`src/rtl/rtc_bus_cycle_gen_if.sv`:
```
// RTC multiplexed-bus cycle interface: sequencer request side plus
// the active-low strobes and phase flags the generator drives.
interface rtc_bus_cycle_gen_if;
  logic       do_it;
  logic       w_r;
  logic [7:0] dato_rtc;
  logic       a_d;
  logic       cs;
  logic       rd;
  logic       wr;
  logic       send_add;
  logic       send_data;
  logic       read_data;
  logic [7:0] dato_leido;
  logic       ciclo_fin;

  modport master (
    input  do_it, w_r, dato_rtc,
    output a_d, cs, rd, wr,
    output send_add, send_data, read_data,
    output dato_leido, ciclo_fin
  );

  modport slave (
    output do_it, w_r, dato_rtc,
    input  a_d, cs, rd, wr,
    input  send_add, send_data, read_data,
    input  dato_leido, ciclo_fin
  );
endinterface

```
`src/rtl/rtc_bus_cycle_gen.sv`:
```
// Timed Intel-style address/data cycle generator for the RTC port.
// One request yields ADDR, GAP, DATA, REC phases (35 clocks default).
module rtc_bus_cycle_gen #(
  parameter int T_ADDR = 10,
  parameter int T_GAP  = 5,
  parameter int T_DATA = 10,
  parameter int T_REC  = 10
) (
  input  logic clk,
  input  logic reset,
  rtc_bus_cycle_gen_if.master bus
);

  typedef enum logic [2:0] {
    IDLE, ADDR, GAP, DATA, REC
  } state_t;

  localparam logic [7:0] A_END = 8'(T_ADDR - 1);
  localparam logic [7:0] G_END = 8'(T_GAP - 1);
  localparam logic [7:0] D_END = 8'(T_DATA - 1);
  localparam logic [7:0] R_END = 8'(T_REC - 1);

  state_t     state;
  state_t     nxt;
  logic [7:0] cnt;
  logic       wr_lat;
  logic [7:0] dato_q;
  logic       last;

  always_comb begin
    last = 1'b0;
    unique case (state)
      ADDR:    last = (cnt == A_END);
      GAP:     last = (cnt == G_END);
      DATA:    last = (cnt == D_END);
      REC:     last = (cnt == R_END);
      default: last = 1'b0;
    endcase
  end

  always_ff @(posedge clk or posedge reset) begin
    if (reset) begin
      state  <= IDLE;
      cnt    <= '0;
      wr_lat <= 1'b1;
      dato_q <= '0;
    end else begin
      state <= nxt;
      if (nxt != state || state == IDLE)
        cnt <= '0;
      else
        cnt <= cnt + 8'd1;
      // direction is frozen for the whole cycle
      if (nxt == ADDR && state != ADDR)
        wr_lat <= bus.w_r;
      if (state == DATA && last && !wr_lat)
        dato_q <= bus.dato_rtc;
    end
  end

  always_comb begin
    nxt = state;
    unique case (state)
      IDLE: if (bus.do_it) nxt = ADDR;
      ADDR: if (last) nxt = GAP;
      GAP:  if (last) nxt = DATA;
      DATA: if (last) nxt = REC;
      REC:  if (last) nxt = bus.do_it ? ADDR : IDLE;
      default: nxt = IDLE;
    endcase
  end

  always_comb begin
    bus.a_d       = 1'b1;
    bus.cs        = 1'b1;
    bus.rd        = 1'b1;
    bus.wr        = 1'b1;
    bus.send_add  = 1'b0;
    bus.send_data = 1'b0;
    bus.read_data = 1'b0;
    bus.ciclo_fin = 1'b0;
    unique case (state)
      ADDR: begin
        bus.a_d      = 1'b0;
        bus.cs       = 1'b0;
        bus.wr       = 1'b0;
        bus.send_add = 1'b1;
      end
      DATA: begin
        bus.cs = 1'b0;
        if (wr_lat) begin
          bus.wr        = 1'b0;
          bus.send_data = 1'b1;
        end else begin
          bus.rd = 1'b0;
        end
      end
      REC: begin
        bus.read_data = (cnt == 8'd0) && !wr_lat;
        bus.ciclo_fin = last;
      end
      default: ;
    endcase
  end

  assign bus.dato_leido = dato_q;

endmodule

```
`src/flat_wrapper.sv`:
```
// flat-port wrapper written by rule: the top's interface ports become plain ports
module rtc_bus_cycle_gen_flat 
#(
  parameter int T_ADDR = 10,
  parameter int T_GAP  = 5,
  parameter int T_DATA = 10,
  parameter int T_REC  = 10
)
  (clk, reset, bus_do_it, bus_w_r, bus_dato_rtc, bus_a_d, bus_cs, bus_rd, bus_wr, bus_send_add, bus_send_data, bus_read_data, bus_dato_leido, bus_ciclo_fin);
  rtc_bus_cycle_gen_if bus_i ();
  input  logic clk;
  input  logic reset;
  input wire logic [$bits(bus_i.do_it)-1:0] bus_do_it;
  input wire logic [$bits(bus_i.w_r)-1:0] bus_w_r;
  input wire logic [$bits(bus_i.dato_rtc)-1:0] bus_dato_rtc;
  output wire logic [$bits(bus_i.a_d)-1:0] bus_a_d;
  output wire logic [$bits(bus_i.cs)-1:0] bus_cs;
  output wire logic [$bits(bus_i.rd)-1:0] bus_rd;
  output wire logic [$bits(bus_i.wr)-1:0] bus_wr;
  output wire logic [$bits(bus_i.send_add)-1:0] bus_send_add;
  output wire logic [$bits(bus_i.send_data)-1:0] bus_send_data;
  output wire logic [$bits(bus_i.read_data)-1:0] bus_read_data;
  output wire logic [$bits(bus_i.dato_leido)-1:0] bus_dato_leido;
  output wire logic [$bits(bus_i.ciclo_fin)-1:0] bus_ciclo_fin;
  assign bus_i.do_it = bus_do_it;
  assign bus_i.w_r = bus_w_r;
  assign bus_i.dato_rtc = bus_dato_rtc;
  assign bus_a_d = bus_i.a_d;
  assign bus_cs = bus_i.cs;
  assign bus_rd = bus_i.rd;
  assign bus_wr = bus_i.wr;
  assign bus_send_add = bus_i.send_add;
  assign bus_send_data = bus_i.send_data;
  assign bus_read_data = bus_i.read_data;
  assign bus_dato_leido = bus_i.dato_leido;
  assign bus_ciclo_fin = bus_i.ciclo_fin;
  rtc_bus_cycle_gen #(.T_ADDR(T_ADDR), .T_GAP(T_GAP), .T_DATA(T_DATA), .T_REC(T_REC)) u_core (.clk(clk), .reset(reset), .bus(bus_i));
endmodule
```
`config.mk`:
```
export PLATFORM = sky130hd
export DESIGN_NAME = rtc_bus_cycle_gen_flat
export DESIGN_NICKNAME = d
export VERILOG_FILES = /design/src/rtl/rtc_bus_cycle_gen_if.sv /design/src/rtl/rtc_bus_cycle_gen.sv /design/src/flat_wrapper.sv
export SDC_FILE = /design/constraint.sdc
export NUM_CORES = 1
export LEC_CHECK = 0
export BUFFER_PORTS_ARGS = -buffer_cell sky130_fd_sc_hd__buf_2
export CORE_MARGIN = 3
export CORE_UTILIZATION = 55
export CTS_CLUSTER_DIAMETER = 40
export DETAILED_ROUTE_END_ITERATION = 12
export PLACE_DENSITY = 0.85
export SKIP_CTS_REPAIR_TIMING = 1
export SKIP_LAST_GASP = 1
export SLEW_MARGIN = 0
export SYNTH_ARGS = -nofsm -noshare
export SYNTH_HDL_FRONTEND = slang
export SYNTH_SLANG_ARGS = --single-unit
```
`constraint.sdc`:
```
create_clock -name clk -period 3.3 [get_ports clk]
set_input_delay 0.66 -clock clk [delete_from_list [all_inputs] [get_ports clk]]
set_output_delay 0.66 -clock clk [all_outputs]
set_load 0.005 [all_outputs]
```
## After elaboration in Yosys (flattened, before gate mapping)

Cells that the tools add are included.

- Bits in read-only memories: 0
- Memories: 0
- Bits in writable memories: 0
- Latch bits: 0
- Logic and storage cells: 43
- Input port bits: 12
- Register bits after elaboration: 20
- Output and inout bits: 16

- Shift-type cells: 0
- Bitwise operators: 0
- $mul: 0
- Muxes and demuxes: 19
- Equality and inequality tests: 9
- Add/subtract/negate cells: 1
- Reduce and logical (&&, ||, !) cells: 10
- Order comparisons: 0
- Divide/modulo/power cells: 0

Operators by type and width:

| kind | number |
|---|---|
| two-way mux 3 bit | 5 |
| one-hot mux 3 bit (5 select lines) | 1 |
| two-way mux 1 bit | 10 |
| adder 8 x 1 -> 8 bit (second input constant) | 1 |
| equality test 8 x 3 -> 1 bit (second input constant) | 1 |
| equality test 8 x 4 -> 1 bit (second input constant) | 1 |
| logical NOT 8 bit | 1 |
| two-way mux 8 bit | 1 |
| equality test 3 x 1 -> 1 bit (second input constant) | 2 |
| equality test 3 x 2 -> 1 bit (second input constant) | 2 |
| logical AND 1 bit | 4 |
| one-hot mux 1 bit (2 select lines) | 2 |
| equality test 3 bit (second input constant) | 1 |
| logical NOT 3 bit | 1 |
| != test 3 x 1 -> 1 bit (second input constant) | 1 |
| != test 3 bit | 1 |
| OR reduction 3 bit | 1 |
| OR reduction 2 bit | 1 |
| logical NOT 1 bit | 1 |
| logical OR 1 bit | 1 |

## Depth between registers and ports, before layout

- Depth after elaboration: 8
- Gate-level depth with buffers: 7
- Mapped depth without buffers: 5

## Worst setup path after synthesis

No wires, ideal clock.

- Path type: register -> output
- Start: register u_core.state[0]
- End: output port bus_ciclo_fin
- Required time: 2.640 ns
- Arrival time: 1.126 ns
- Setup slack: 1.514 ns
- Stages on the path, launching flop included: 4
- Buffers on the path: 1
- Cells stage by stage: dfrtp_1 buf_2 or3b_2 nor2_1

- Cells in the longest elaborated chain, start to end: 4
- Elaborated cells between the ends (all ways): 7

Ends and longest elaborated chain:

| what | RTL line | text |
|---|---|---|
| from (decl) | rtc_bus_cycle_gen.sv:23 | `state_t state;` |
| from (signal assigned) | rtc_bus_cycle_gen.sv:48 | `state <= nxt;` |
| equality test 3 x 1 -> 1 bit (tied with other cells) | rtc_bus_cycle_gen.sv:32 | `unique case (state)` |
| OR reduction 3 bit (no line) | -- |  |
| one-hot mux 1 bit (2 select lines) | rtc_bus_cycle_gen.sv:32 |  |
| two-way mux 1 bit (*) | rtc_bus_cycle_gen.sv:82 | `unique case (state)` |
| to (decl) | flat_wrapper.sv:24 | `output wire logic [$bits(bus_i.ciclo_fin)-1:0] bus_ciclo_fin;` |

Mark *: on every way between the ends. The rest lies on a longest branch, timed or not.

## Worst setup path after layout

Same ends and word-level chain as after synthesis.

==> flow_summary.ini <==
[worst_setup_path]
startpoint_type = register
end_kind = primary output
cp.arrival_ns = 1.76
crit_fanout = 11
worstPathRequired_ns = 2.64
critPathKind = register to primary output

[clocking]
insertion_delay_ns = 0.29
htreeDepth = 1
clock_sinks = 20
cts.path.max_buffers = 2
clk_pin_slew_ns = 0.10
root_buffer = clkbuf_4
cts_tree = built
cts_buffers = 3

[layout]
n_antenna_cell = 0
fin_area_mm2 = 0.001250
drive_gt1_share_pct = 33.58
num-nets-final = 149
synthToLayoutAreaGrowth_pct = 14.04

[synth]
synth_area_per_cell_um2 = 10.24
synth_nets = 121
synth_top_area_cell = dfrtp_1
syn_area_mm2 = 0.001096
async_flop_share_pct = 100.0
synth_cell_types = 35
synth-edff-count = 0
synth_ff_type = dfrtp_1
syn_inst = 107
ys_warn_count = 0
yosysTopAreaCellShare_pct = 43.38
yosysSeqAreaShare_pct = 45.78
ys_top_cells_by_area = dfrtp_1 43%, mux2_2 7.2%, nor2_1 4.8%, inv_1 3.4%, xor2_1 3.2%
ys_ff_latch = 20

[timing]
slew_violations = 0
fin_tns_setup_ns = 0
clock_skew_ns = 0.003288
period_share_pct = 73.37
setup_violations = 0
slew_headroom_pct = 51.96
tightest_slew_ns = 0.7198
max_freq_mhz = 413.0
hold_viol_final = 0
period_needed_ns = 2.421
rsz0062_at_grt = no

[route]
drt_wl_total_um = 2036
wire_per_inst_um = 12.81
ant_nets = 0
drt_iter0_drc = 23
drc = 0
drt-pass1-iter-count = 4
vias_per_cell = 5.358
vias = 852

[global_route]
grt_max_degree = 21
antenna_found_initial = 0
gr-total-overflow = 0
grt_pass1_wl_um = 3560
grt_pass1_vias = 875
track_usage_pct = 18.08

[die]
rows = 15
die_area_mm2 = 0.002564
io_pins = 28
die_y_um = 50.64
die_x_um = 50.64
initial_core_util_pct = 60.83
core_area_mm2 = 0.001802

[power_and_ir_drop]
peakVddDrop_v = 0.0004557
power_density_mw_per_mm2 = 729.3
leakage_nw = 0.6419

[placed_design]
placed_cell_area_mm2 = 0.001224
numPortBuffers = 27
hpwl_um = 1610
gp_congestion = 0.9051

[status]
status = complete, no violations

[run]
drv_cap = 0

[min_path]
holdCritPathClass = input port to asynchronous set/reset pin
[path summary, 6_finish.rpt]
kind	startpoint	to	slack [ns]	cells after the start
worst max-delay path	u_core.state[0]$_DFF_PP0_	bus_ciclo_fin	0.88	4
worst min-delay path	reset	u_core.cnt[0]$_DFF_PP0_	0.47	2
worst max register to register	u_core.state[0]$_DFF_PP0_	u_core.bus.dato_leido[6]$_DFFE_PP0P_	1.32	4
worst min register to register	u_core.bus.dato_leido[2]$_DFFE_PP0P_	u_core.bus.dato_leido[2]$_DFFE_PP0P_	0.51	1
max in group asynchronous	reset	u_core.bus.dato_leido[3]$_DFFE_PP0P_	2.37	2
min in group clk	u_core.bus.dato_leido[2]$_DFFE_PP0P_	u_core.bus.dato_leido[2]$_DFFE_PP0P_	0.51	1
[through the flow]
step | std cells | setup WS, ns | util [%] | hold WS [ns] | total power, mW
2_1_floorplan | 107 | 1.514 | - | 0.4849 | 0.6841
3_3_place_gp | 155 | 1.292 | 67.92 | 0.4812 | 0.7842
3_5_place_dp | 155 | 1.214 | 67.92 | 0.4867 | 0.8052
4_1_cts | 159 | 0.8962 | 69.38 | 0.4905 | 0.9206
5_1_grt | 159 | 0.8025 | 69.38 | 0.5166 | 0.9991
6_report | 159 | 0.8788 | 69.38 | 0.4733 | 0.9116
[registers in the layout, summed over array words and instances, names as in the netlist]
| signal | cells |
|---|---|
| u_core.wr_lat | 1 |
| u_core.state | 3 |
| u_core.bus.dato_leido | 8 |
| u_core.cnt | 8 |
[report_power, final]
part	switching [mW]	internal, mW
combinational	0.214	0.197
clock	0.0659	0.0469
sequential	0.0725	0.316
total	0.352	0.559
[synth_stat cells (2+ instances only)]
library cell and number:
inv_1 10, buf_6 3, nor2b_1 2, ha_1 2, dfrtp_1 19, xnor2_1 2, nand4_1 2, nand3_1 6
nand2_1 8, a21oi_1 2, mux2_2 7, and3_1 4, a211o_1 2, xor2_1 4, nor2_1 14
[cell families (layout without fill, tap and decap cells)]
logic type / after synthesis / after routing / share of synthesized area [%]
flops: 20 / 20 / 45.78
mux: 9 / 9 / 9.475
xor+xnor: 6 / 6 / 4.794
buf+inv: 14 / 41 / 6.963
fa+ha+maj: 2 / 2 / 2.283
simple gates: 45 / 45 / 21.80
compound gates: 11 / 11 / 8.906
[cell type report]
cell class	instances	area, µm²
fill	150	551.8
multi-input combinational	73	518.0
sequential	20	501.7
timing repair buffer	27	135.1
inverter	10	37.54
tap	25	31.28
clock buffer	4	26.28
[cell usage in the layout, fill, tap and decap left out]
cell type	instances
o21ba_2	1
o21a_1	1
xor2_1	4
a2111oi_0	1
o311a_1	1
and3_1	4
nor4_1	1
mux2i_1	1
dfrtp_1	19
nor4_4	1
xnor2_1	2
nor2b_1	2
clkbuf_4	3
mux2_2	7
nand2_1	8
a21oi_1	2
clkbuf_1	1
nand2b_1	1
dfstp_2	1
nor3_1	1
o31ai_1	1
a211o_4	1
a211o_1	2
nand2b_2	1
or3b_2	1
inv_1	10
buf_2	27
nand3_1	6
or2_2	1
ha_1	2
mux2_4	1
o311ai_0	1
nand3b_1	1
and2_1	1
nor2_1	14
nand4_1	2
[critical path: stages (launching register included)]
cell and delay [ns]:
dfrtp_1 0.50, o21a_1 0.27, o311ai_0 0.49, nor2_1 0.08
buf_2 0.14
[metal layers]
layer  vias to the layer above  share of wire [%]  GRT usage (%)
li1                        418                  -              -
met1                       394                 42          20.38
met2                        36                 51          33.70
met3                         4                6.5          3.264
met4                         0               0.88          6.278
met5                         -                  0              0
(Power assumes the default switching activity.)
